[src/rtl/bcd_digit_formatter.sv]
// Sequential double-dabble binary-to-BCD converter for the eight-digit display.
// It adds saturation and leading-zero blanking, and registers the digit bus so it only changes on completion.
//
// state  | meaning
// IDLE   | waiting for start; digits hold last result
// SHIFT  | one add-3/shift step per cycle, BIN_W steps
// FINISH | saturate, blank, publish digits/ovf, pulse done
module bcd_digit_formatter #(
    parameter int BIN_W    = 27,
    parameter bit BLANK_LZ = 1'b1
) (
    input  logic             clk,
    input  logic             rst,
    input  logic             start,
    input  logic [BIN_W-1:0] bin,
    output logic             busy,
    output logic             done,
    output logic [31:0]      digits,
    output logic             ovf
);

    localparam int               CNT_W    = $clog2(BIN_W);
    localparam logic [CNT_W-1:0] LAST_BIT = CNT_W'(BIN_W - 1);
    localparam logic [26:0]      MAX_VAL  = 27'd99_999_999;

    typedef enum logic [1:0] {
        IDLE   = 2'd0,
        SHIFT  = 2'd1,
        FINISH = 2'd2
    } state_t;

    state_t           state;
    logic [BIN_W-1:0] sreg;
    logic [31:0]      acc;
    logic [CNT_W-1:0] cnt;
    logic             ovf_pend;

    logic [31:0]      acc_adj;
    logic [31:0]      result;
    logic [31:0]      fmt;

    function automatic logic [31:0] add3(input logic [31:0] a);
        logic [31:0] r;
        r = a;
        for (int i = 0; i < 8; i++) begin
            if (a[4*i +: 4] >= 4'd5)
                r[4*i +: 4] = a[4*i +: 4] + 4'd3;
        end
        return r;
    endfunction

    // Digit 0 is never blanked so a zero value still shows "0".
    function automatic logic [31:0] blank_lz(input logic [31:0] a);
        logic [31:0] r;
        logic        lead;
        r    = a;
        lead = 1'b1;
        for (int i = 7; i >= 1; i--) begin
            if (lead && (a[4*i +: 4] == 4'd0))
                r[4*i +: 4] = 4'hF;
            else
                lead = 1'b0;
        end
        return r;
    endfunction

    always_comb begin
        acc_adj = add3(acc);
        result  = ovf_pend ? 32'h9999_9999 : acc;
        fmt     = BLANK_LZ ? blank_lz(result) : result;
    end

    always_ff @(posedge clk or negedge rst) begin
        if (!rst) begin
            state    <= IDLE;
            sreg     <= '0;
            acc      <= '0;
            cnt      <= '0;
            ovf_pend <= 1'b0;
            busy     <= 1'b0;
            done     <= 1'b0;
            ovf      <= 1'b0;
            digits   <= 32'hFFFF_FFFF;
        end else begin
            done <= 1'b0;
            case (state)
                IDLE: begin
                    if (start) begin
                        sreg     <= bin;
                        acc      <= '0;
                        cnt      <= '0;
                        ovf_pend <= (27'(bin) > MAX_VAL);
                        busy     <= 1'b1;
                        state    <= SHIFT;
                    end
                end
                SHIFT: begin
                    acc  <= {acc_adj[30:0], sreg[BIN_W-1]};
                    sreg <= sreg << 1;
                    cnt  <= cnt + CNT_W'(1);
                    if (cnt == LAST_BIT)
                        state <= FINISH;
                end
                FINISH: begin
                    digits <= fmt;
                    ovf    <= ovf_pend;
                    done   <= 1'b1;
                    busy   <= 1'b0;
                    state  <= IDLE;
                end
                default: state <= IDLE;
            endcase
        end
    end

endmodule

[config.mk]
export PLATFORM = sky130hd
export DESIGN_NAME = bcd_digit_formatter
export DESIGN_NICKNAME = d
export VERILOG_FILES = /design/src/rtl/bcd_digit_formatter.sv
export SDC_FILE = /design/constraint.sdc
export NUM_CORES = 1
export LEC_CHECK = 0
export CAP_MARGIN = 20
export CORE_AREA = 2 2 115 117
export CTS_CLUSTER_SIZE = 14
export DETAILED_ROUTE_END_ITERATION = 10
export DIE_AREA = 0 0 117 119
export DONT_BUFFER_PORTS = 1
export GPL_ROUTABILITY_DRIVEN = 0
export GPL_TIMING_DRIVEN = 0
export PLACE_DENSITY = 0.51
export SYNTH_ARGS = -nofsm -noshare
export SYNTH_HDL_FRONTEND = slang
export SYNTH_SLANG_ARGS = --single-unit
[constraint.sdc]
create_clock -name clk -period 4.95 [get_ports clk]
set_input_delay 0.495 -clock clk [delete_from_list [all_inputs] [get_ports clk]]
set_output_delay 0.495 -clock clk [all_outputs]
set_load 0.005 [all_outputs]
# Word level (Yosys, flattened, before mapping)
# Index checks and enable logic that the tools add are counted.
# op_classes
add_sub_neg	9
n_lt_le_gt_ge	9
eq_ne	5
muxes	34
reduce_logical	20
# ops
cell	count
32-bit two-way mux	2
32-bit one-hot mux with 2 select lines	1
4-bit two-way mux	14
27-bit one-hot mux with 2 select lines	1
4-bit by 3-bit greater-or-equal comparator with 1-bit output, second input constant	8
4-bit by 2-bit adder with 4-bit output, second input constant	7
4-bit logical NOT	7
27-bit > comparator, second input constant	1
27-bit two-way mux	1
5-bit one-hot mux with 2 select lines	1
1-bit two-way mux	8
2-bit AND reduction	4
1-bit logical AND	6
5-bit by 1-bit adder with 5-bit output, second input constant	1
5-bit equality test, second input constant	1
5-bit two-way mux	1
2-bit two-way mux	2
2-bit inequality test, second input constant	2
2-bit one-hot mux with 2 select lines	1
2-bit nonzero test	2
3-bit by 2-bit adder with 3-bit output, second input constant	1
3-bit two-way mux	1
2-bit by 1-bit equality test with 1-bit output, second input constant	1
2-bit equality test, second input constant	1
2 further kinds	2
# totals
ff_bits	102
in_bits	30
output_inout_bits	35
elab_cells	86

# Logic depth before layout (Yosys ltp)
# Gate-level depths: netlist of the first run.
# logic_depth
ltp_word	15
mapped_depth	6
depth_no_buf	6

# Worst setup path before layout of the first run
# No wires, ideal clock.
# synth_timing
kind	in2reg
start	input port start
end	register acc[23]
setup_time_ns	0.122
arrival_ns	1.519
required_time_ns	4.828
slack_ns	3.310
stages	6
path_buffers	2
cell_sequence	or3b_2 > clkbuf_1 > nand2_1 > buf_4 > o31ai_1 > a32o_1
# synth_via
elab_chain_cells	2
# synth_rtl
element	line	rtl
from (decl)	14	input logic start,
2-bit inequality test (no source line)	-	
2-bit AND reduction (no source line)	-	
to (signal assigned)	98	acc <= {acc_adj[30:0], sreg[BIN_W-1]};
to (decl)	34	logic [31:0] acc;
# Every way passes these cells.
# A chain may end at the register's enable or synchronous reset.

# Worst setup path in the final report of the first run
# layout_timing
start	register state[0]
end	register digits[16]
# layout_via
elab_chain_cells	1
# layout_rtl
element	line	rtl
from (decl)	32	state_t state;
from (signal assigned)	75	state <= IDLE;
from (signal assigned)	94	state <= SHIFT;
from (signal assigned)	102	state <= FINISH;
2-bit equality test	86	case (state)
to (signal assigned)	105	digits <= fmt;
to (decl)	18	output logic [31:0] digits,
# Every way passes these cells.

==> results of run 1 <==
[state kept, by name, summed over array words and instances, names as in the netlist]
signal    count
busy          1
cnt           5
ovf           1
state         2
acc          32
digits       32
sreg         27
done          1
ovf_pend      1
[logic make-up (layout without fill, tap and decap cells)]
kind of cell	after synthesis	after routing
AOI/OAI and AO/OA	136	136
adders and majority gates	18	18
and+or+nand+nor	180	180
muxes	8	8
buffers and inverters	55	72
DFF	102	102
xor gates and xnor gates	15	15
[worst max-delay path: stages (launching register included)]
cell	delay, ps
sky130_fd_sc_hd__dfrtp_1	460
sky130_fd_sc_hd__nand2b_1	160
sky130_fd_sc_hd__clkbuf_1	460
sky130_fd_sc_hd__buf_1	450
sky130_fd_sc_hd__nor2_1	110
sky130_fd_sc_hd__a21oi_1	170
[report_power, final]
group          total, mW  leakage [nW]  internal (mW)  switching [mW]
combinational       1.25         0.998          0.535           0.712
sequential          1.51          1.21           1.21           0.300
clock              0.695         0.146          0.369           0.325
total               3.45          2.35           2.11            1.34
[final timing paths]
kind	depth (start not counted)	end	start	slack [ps]
max in group asynchronous	1	acc[6]	rst	4460
min reg2reg	2	digits[2]	digits[2]	470
max reg2reg	5	digits[16]	state[0]	3060
max	5	digits[16]	state[0]	3060
min in group clk	2	sreg[0]	bin[0]	250
min	1	acc[27]	rst	40
[per-layer routing]
metal | vias up | part of all wire, % | wire, um
met3 | 11 | 4.5 | 570
met1 | 1882 | 46 | 5880
li1 | 1844 | - | -
met4 | 0 | 1.6 | 203
met5 | - | 0 | 0
met2 | 95 | 47 | 6010
[stage by stage]
stage          total power [mW]  cells  util (%)
4_1_cts                    3.48    707      42.9
3_3_place_gp               2.72    690      40.5
5_1_grt                    3.74    707      42.9
3_5_place_dp               2.76    690      40.5
6_report                   3.45    707      42.9
2_1_floorplan              2.41    514         -
[area by class of cell]
class	instances	share of cell area, %
Buffer	34	2.63
Clock buffer	11	4.58
Clock inverter	5	0.589
Inverter	21	1.43
Multi-Input combinational cell	357	39.4
Sequential cell	102	46.9
Tap cell	176	3.99
Timing Repair Buffer	1	0.498
[layout by cell type, fill, tap and decap left out, types with 3 or more instances in the layout]
| master | instances |
|---|---|
| sky130_fd_sc_hd__clkbuf_8 | 3 |
| sky130_fd_sc_hd__dfstp_2 | 32 |
| sky130_fd_sc_hd__xor2_1 | 7 |
| sky130_fd_sc_hd__dfrtp_1 | 70 |
| sky130_fd_sc_hd__inv_1 | 21 |
| sky130_fd_sc_hd__buf_2 | 3 |
| sky130_fd_sc_hd__clkinv_2 | 3 |
| sky130_fd_sc_hd__nand4_1 | 5 |
| sky130_fd_sc_hd__o21ai_0 | 44 |
| sky130_fd_sc_hd__nand2_1 | 79 |
| sky130_fd_sc_hd__clkbuf_1 | 26 |
| sky130_fd_sc_hd__o31ai_1 | 17 |
| sky130_fd_sc_hd__nor2_1 | 28 |
| sky130_fd_sc_hd__ha_1 | 18 |
| sky130_fd_sc_hd__a32o_1 | 8 |
| sky130_fd_sc_hd__o311ai_1 | 3 |
| sky130_fd_sc_hd__a31oi_1 | 4 |
| sky130_fd_sc_hd__a21oi_1 | 27 |
| sky130_fd_sc_hd__a22oi_1 | 23 |
| sky130_fd_sc_hd__buf_1 | 3 |
| sky130_fd_sc_hd__or4_1 | 3 |
| sky130_fd_sc_hd__mux2_2 | 6 |
| sky130_fd_sc_hd__nand3_1 | 28 |
| sky130_fd_sc_hd__clkbuf_16 | 9 |
| sky130_fd_sc_hd__nor3_1 | 8 |
| sky130_fd_sc_hd__and4b_1 | 3 |
| sky130_fd_sc_hd__nand2b_1 | 10 |
| sky130_fd_sc_hd__xnor2_1 | 8 |
| sky130_fd_sc_hd__o22ai_1 | 3 |
==> out/metrics.json, run 1 <==
{
  "sta": {
    "timing_max_transition_violations_final": 0,
    "setup_total_negative_slack_ps": 0,
    "postLayoutSetupSlackWorst_ps": 3060,
    "worst_slew_pin_slew_ps": 702,
    "final.period_utilization_pct": 38.2,
    "timing_hold_violations_final": 0,
    "max_slew_margin_pct": 53.2,
    "grt_setup_unrepaired": "no",
    "finClkSkew_ps": 12.7,
    "finalSetupViolCount": 0,
    "hold_ws_ps": 40.0,
    "period_needed_ps": 1890,
    "maximum_operating_frequency_ghz": 0.528
  },
  "setup_path": {
    "critPathMaxFanout": 10,
    "worst_ep_arrival_time_ps": 2170,
    "endpoint_kind": "register",
    "crit_required_ps": 5220,
    "crit_type": "reg2reg",
    "timing.critical_path.from_type": "register"
  },
  "floorplan": {
    "die_height_um": 119,
    "rows": 42,
    "start_util_pct": 38.8,
    "design.die.area_sq_mm": 0.0139,
    "chipWidth_um": 117,
    "ioPinCount": 65,
    "design.core.area_sq_mm": 0.0129
  },
  "logic_synthesis": {
    "synth_top_cell_by_area": "sky130_fd_sc_hd__dfrtp_1",
    "synthAdderAreaFrac_pct": 4.51,
    "post_synth_mux_area_share_pct": 1.75,
    "post_synth_arst_share_pct": 100,
    "synth_top_area_share_pct": 35.1,
    "dominant_synthesized_flop_cell": "sky130_fd_sc_hd__dfrtp_1",
    "synth_top_family_by_area": "simple AND/OR/NAND/NOR gates",
    "postSynthNetCount": 562,
    "biggest_area_contributors_in_the_synthesized_netlist": "sky130_fd_sc_hd__dfrtp_1, sky130_fd_sc_hd__dfstp_2, sky130_fd_sc_hd__nand2_1",
    "yosys.cell_count.top_type": "sky130_fd_sc_hd__nand2_1",
    "synth_enable_flop_cells": 0,
    "synth-xor-area-share_pct": 2.63,
    "synth.ff_latch_count": 102,
    "synth.top_cells.by_count": "sky130_fd_sc_hd__nand2_1, sky130_fd_sc_hd__dfrtp_1, sky130_fd_sc_hd__o21ai_0",
    "synth_simple_gate_area_share_pct": 17.3,
    "average_footprint_of_a_synthesized_cell_sq_um": 9.71,
    "post_synthesis_sequential_area_ratio_pct": 51.9,
    "synthesis.area_sq_mm": 0.00499,
    "complex_gate_fraction_of_the_synthesized_area_pct": 17.3,
    "synthCells": 514,
    "ys.warnings.count": 0,
    "synth.distinct_cells": 49
  },
  "clock_tree": {
    "cts_max_path_buffers": 2,
    "cts.sink_count": 102,
    "clk_pin_slew_worst_paths_ps": 80,
    "post_cts.repair.setup_buffers": 0,
    "insertion_delay_ps": 360,
    "h-tree-depth": 3,
    "post_cts_resized": 0,
    "cts_buffers": 9,
    "cts_tree": "yes",
    "clockRootBuffer": "sky130_fd_sc_hd__clkbuf_16",
    "cts-hold-fix-buffers": 1
  },
  "placed_design": {
    "io_buffers": 0,
    "place_ws_ps": 3070,
    "detailed_place.area_sq_mm": 0.00521,
    "detailedPlacementHpwl_um": 8690
  },
  "final_layout": {
    "nets": 574,
    "fillers": 1276,
    "area_growth_pct": 10.7,
    "antenna_diode_instance_count": 0,
    "area_occupied_by_multi_input_gates_sq_mm": 0.00217,
    "finalInstanceArea_sq_mm": 0.00552,
    "drive_gt1_share_pct": 12.4,
    "ff_latch_area_sq_mm": 0.00259
  },
  "global_routing": {
    "grt_pass1_wl_um": 20800,
    "antenna_found_initial": 0,
    "globalRouteMet3Util_pct": 3.72,
    "first_global_vias": 3925,
    "grt_remaining_overflow": 0,
    "use_met1_pct": 27.1,
    "busiest_layer": "met2",
    "use_met2_pct": 30.5,
    "grt.total_usage_pct": 19.6,
    "largest_net_degree_at_the_start_of_global_routing": 103
  },
  "worst_hold_path": {
    "min_path_type": "in2async"
  },
  "drt": {
    "first_iter_violations": 256,
    "num_vias": 3832,
    "finalWirelength_um": 12700,
    "route.detailed.vias_per_inst": 5.42,
    "drt_pass1_iterations": 4,
    "drcViolationCount": 0,
    "drt-wirelength-per-cell_um": 17.9,
    "antenna_left": 0
  },
  "pwr": {
    "power.density_cell_area_mw_per_mm2": 625,
    "p_leak_nw": 2.35,
    "ir_drop_mv": 0.209
  },
  "job": {
    "max_cap_viol_count": 0
  },
  "run_status": {
    "run_status": "finished, final reports clean"
  }
}
Note: power is estimated with default switching activity, not from simulation.
==> run 2: changes to the inputs <==
- clock period: 4.95 -> 1.9 ns (I/O delays scaled with it)
==> out/metrics.json, run 2 (synthesis gave the netlist of run 1 again) <==
{
  "floorplan": {
    "design.core.area_sq_mm": 0.0129,
    "start_util_pct": 38.8,
    "design.die.area_sq_mm": 0.0139,
    "die_height_um": 119,
    "chipWidth_um": 117,
    "rows": 42,
    "ioPinCount": 65
  },
  "sta": {
    "period_needed_ps": 1870,
    "worst_slew_pin_slew_ps": 647,
    "max_slew_margin_pct": 56.9,
    "finClkSkew_ps": 13.1,
    "timing_hold_violations_final": 102,
    "finalSetupViolCount": 0,
    "timing_max_transition_violations_final": 0,
    "grt_setup_unrepaired": "yes",
    "maximum_operating_frequency_ghz": 0.536,
    "setup_total_negative_slack_ps": 0,
    "final.period_utilization_pct": 98.2,
    "hold_ws_ps": -479
  },
  "setup_path": {
    "crit_type": "reg2reg",
    "crit_required_ps": 2190,
    "critPathLaunch": "acc[18]",
    "regToRegStartpoint": "acc[18]",
    "worst-r2r-cell-count": 5,
    "worstSetupEndpoint": "digits[14]",
    "reg2reg_setup_slack_ps": 30,
    "worst_ep_arrival_time_ps": 2150,
    "worstReg2RegEnd": "digits[14]",
    "timing.critical_path.from_type": "register",
    "critPathMaxFanout": 6,
    "endpoint_kind": "register"
  },
  "clock_tree": {
    "cts.sink_count": 102,
    "cts_tree": "yes",
    "clockRootBuffer": "sky130_fd_sc_hd__clkbuf_16",
    "cts_max_path_buffers": 2,
    "insertion_delay_ps": 360,
    "cts-hold-fix-buffers": 25,
    "clk_pin_slew_worst_paths_ps": 80,
    "h-tree-depth": 3,
    "cts_buffers": 9
  },
  "worst_hold_path": {
    "min_path_type": "in2async"
  },
  "drt": {
    "drt-wirelength-per-cell_um": 17.6,
    "num_vias": 3925,
    "finalWirelength_um": 12900,
    "drcViolationCount": 0,
    "antenna_left": 0,
    "drt_pass1_iterations": 5,
    "first_iter_violations": 210,
    "route.detailed.vias_per_inst": 5.34
  },
  "job": {
    "max_cap_viol_count": 0
  },
  "global_routing": {
    "first_global_vias": 4009,
    "largest_net_degree_at_the_start_of_global_routing": 103,
    "grt_remaining_overflow": 0,
    "grt.total_usage_pct": 19.7,
    "antenna_found_initial": 0,
    "grt_pass1_wl_um": 20900
  },
  "pwr": {
    "ir_drop_mv": 0.556,
    "p_leak_nw": 2.47,
    "power.density_cell_area_mw_per_mm2": 1570
  },
  "placed_design": {
    "place.detailed.instances": 690,
    "detailedPlacementHpwl_um": 8690,
    "io_buffers": 0
  },
  "final_layout": {
    "fillers": 1259,
    "antenna_diode_instance_count": 0,
    "most_used_cells_in_the_layout_excluding_fill_and_tap_cells": "sky130_fd_sc_hd__nand2_1, sky130_fd_sc_hd__dfrtp_1, sky130_fd_sc_hd__o21ai_0",
    "nets": 602,
    "largest_registers_in_the_final_layout": "acc: 32 flops, digits: 32 flops, sreg: 27 flops",
    "drive_gt1_share_pct": 14.0,
    "area_growth_pct": 16.2,
    "final_cell_count_no_fill": 735,
    "layout.cells.most_common": "sky130_fd_sc_hd__nand2_1"
  },
  "run_status": {
    "run_status": "finished, violations left",
    "failed_checks": "negative hold slack"
  }
}
==> run 2: worst min-delay path by stage <==
stage          from  endpoint  slack (ps)  depth (start not counted)
6_report        rst   acc[27]        -480                          0
5_1_grt         rst   acc[13]        -490                          0
4_1_cts         rst   acc[14]        -480                          0
3_5_place_dp    rst   acc[27]        -100                          0
3_3_place_gp    rst   acc[25]        -100                          0
2_1_floorplan   rst    acc[0]        -110                          0
==> run 2: layer usage <==
layer  up-vias  track usage (%)  part of all wire [%]
met5         -                0                     0
met3        11             3.21                   3.7
li1       1898                -                     -
met4         0             7.06                   1.5
met2        83             31.4                    48
met1      1933             26.9                    47
==> run 2: report_power, final <==
group | leakage (nW) | total, mW | switching, mW | internal [mW]
Combinational | 1.12 | 3.35 | 1.87 | 1.48
Sequential | 1.20 | 3.94 | 0.782 | 3.16
Clock | 0.146 | 1.81 | 0.849 | 0.962
Total | 2.47 | 9.10 | 3.50 | 5.60
==> run 2: layout make-up <==
type | instances | area, sq um | area share [%]
flip-flops and latches | 102 | 2590 | 44.7
inverters | 21 | 78.8 | 1.36
clock buffers | 11 | 253 | 4.36
repair buffers | 29 | 280 | 4.83
clock inverters | 5 | 32.5 | 0.561
plain buffers | 34 | 149 | 2.57
well taps | 176 | 220 | 3.80
multi-input cells | 357 | 2190 | 37.8
==> run 2: worst max-delay path: stages, from the launching register on <==
cell	delay, ps
sky130_fd_sc_hd__dfrtp_2	450
sky130_fd_sc_hd__or4_4	560
sky130_fd_sc_hd__nor4_4	340
sky130_fd_sc_hd__buf_4	180
sky130_fd_sc_hd__nand3_2	110
sky130_fd_sc_hd__a21oi_1	170
==> run 2: repair_timing <==
action                                  4_1_cts  5_1_grt
hold endpoints to repair                    127      102
endpoints found under the setup margin        3       34
pin swaps                                     0        4
buffers inserted                              0        4
gates resized for setup                       1       10
==> run 2: stage by stage <==
stage	instance area (sq um)	utilization [%]	power [mW]	worst slack [ps]
final	5800	45.1	9.10	33.6
after global routing	5800	45.1	9.84	-9.13
after CTS	5750	44.6	9.07	23.0
after detailed placement	5210	40.5	7.19	16.6
after global placement	5210	40.5	7.08	29.8
after floorplan	4990	-	6.29	318
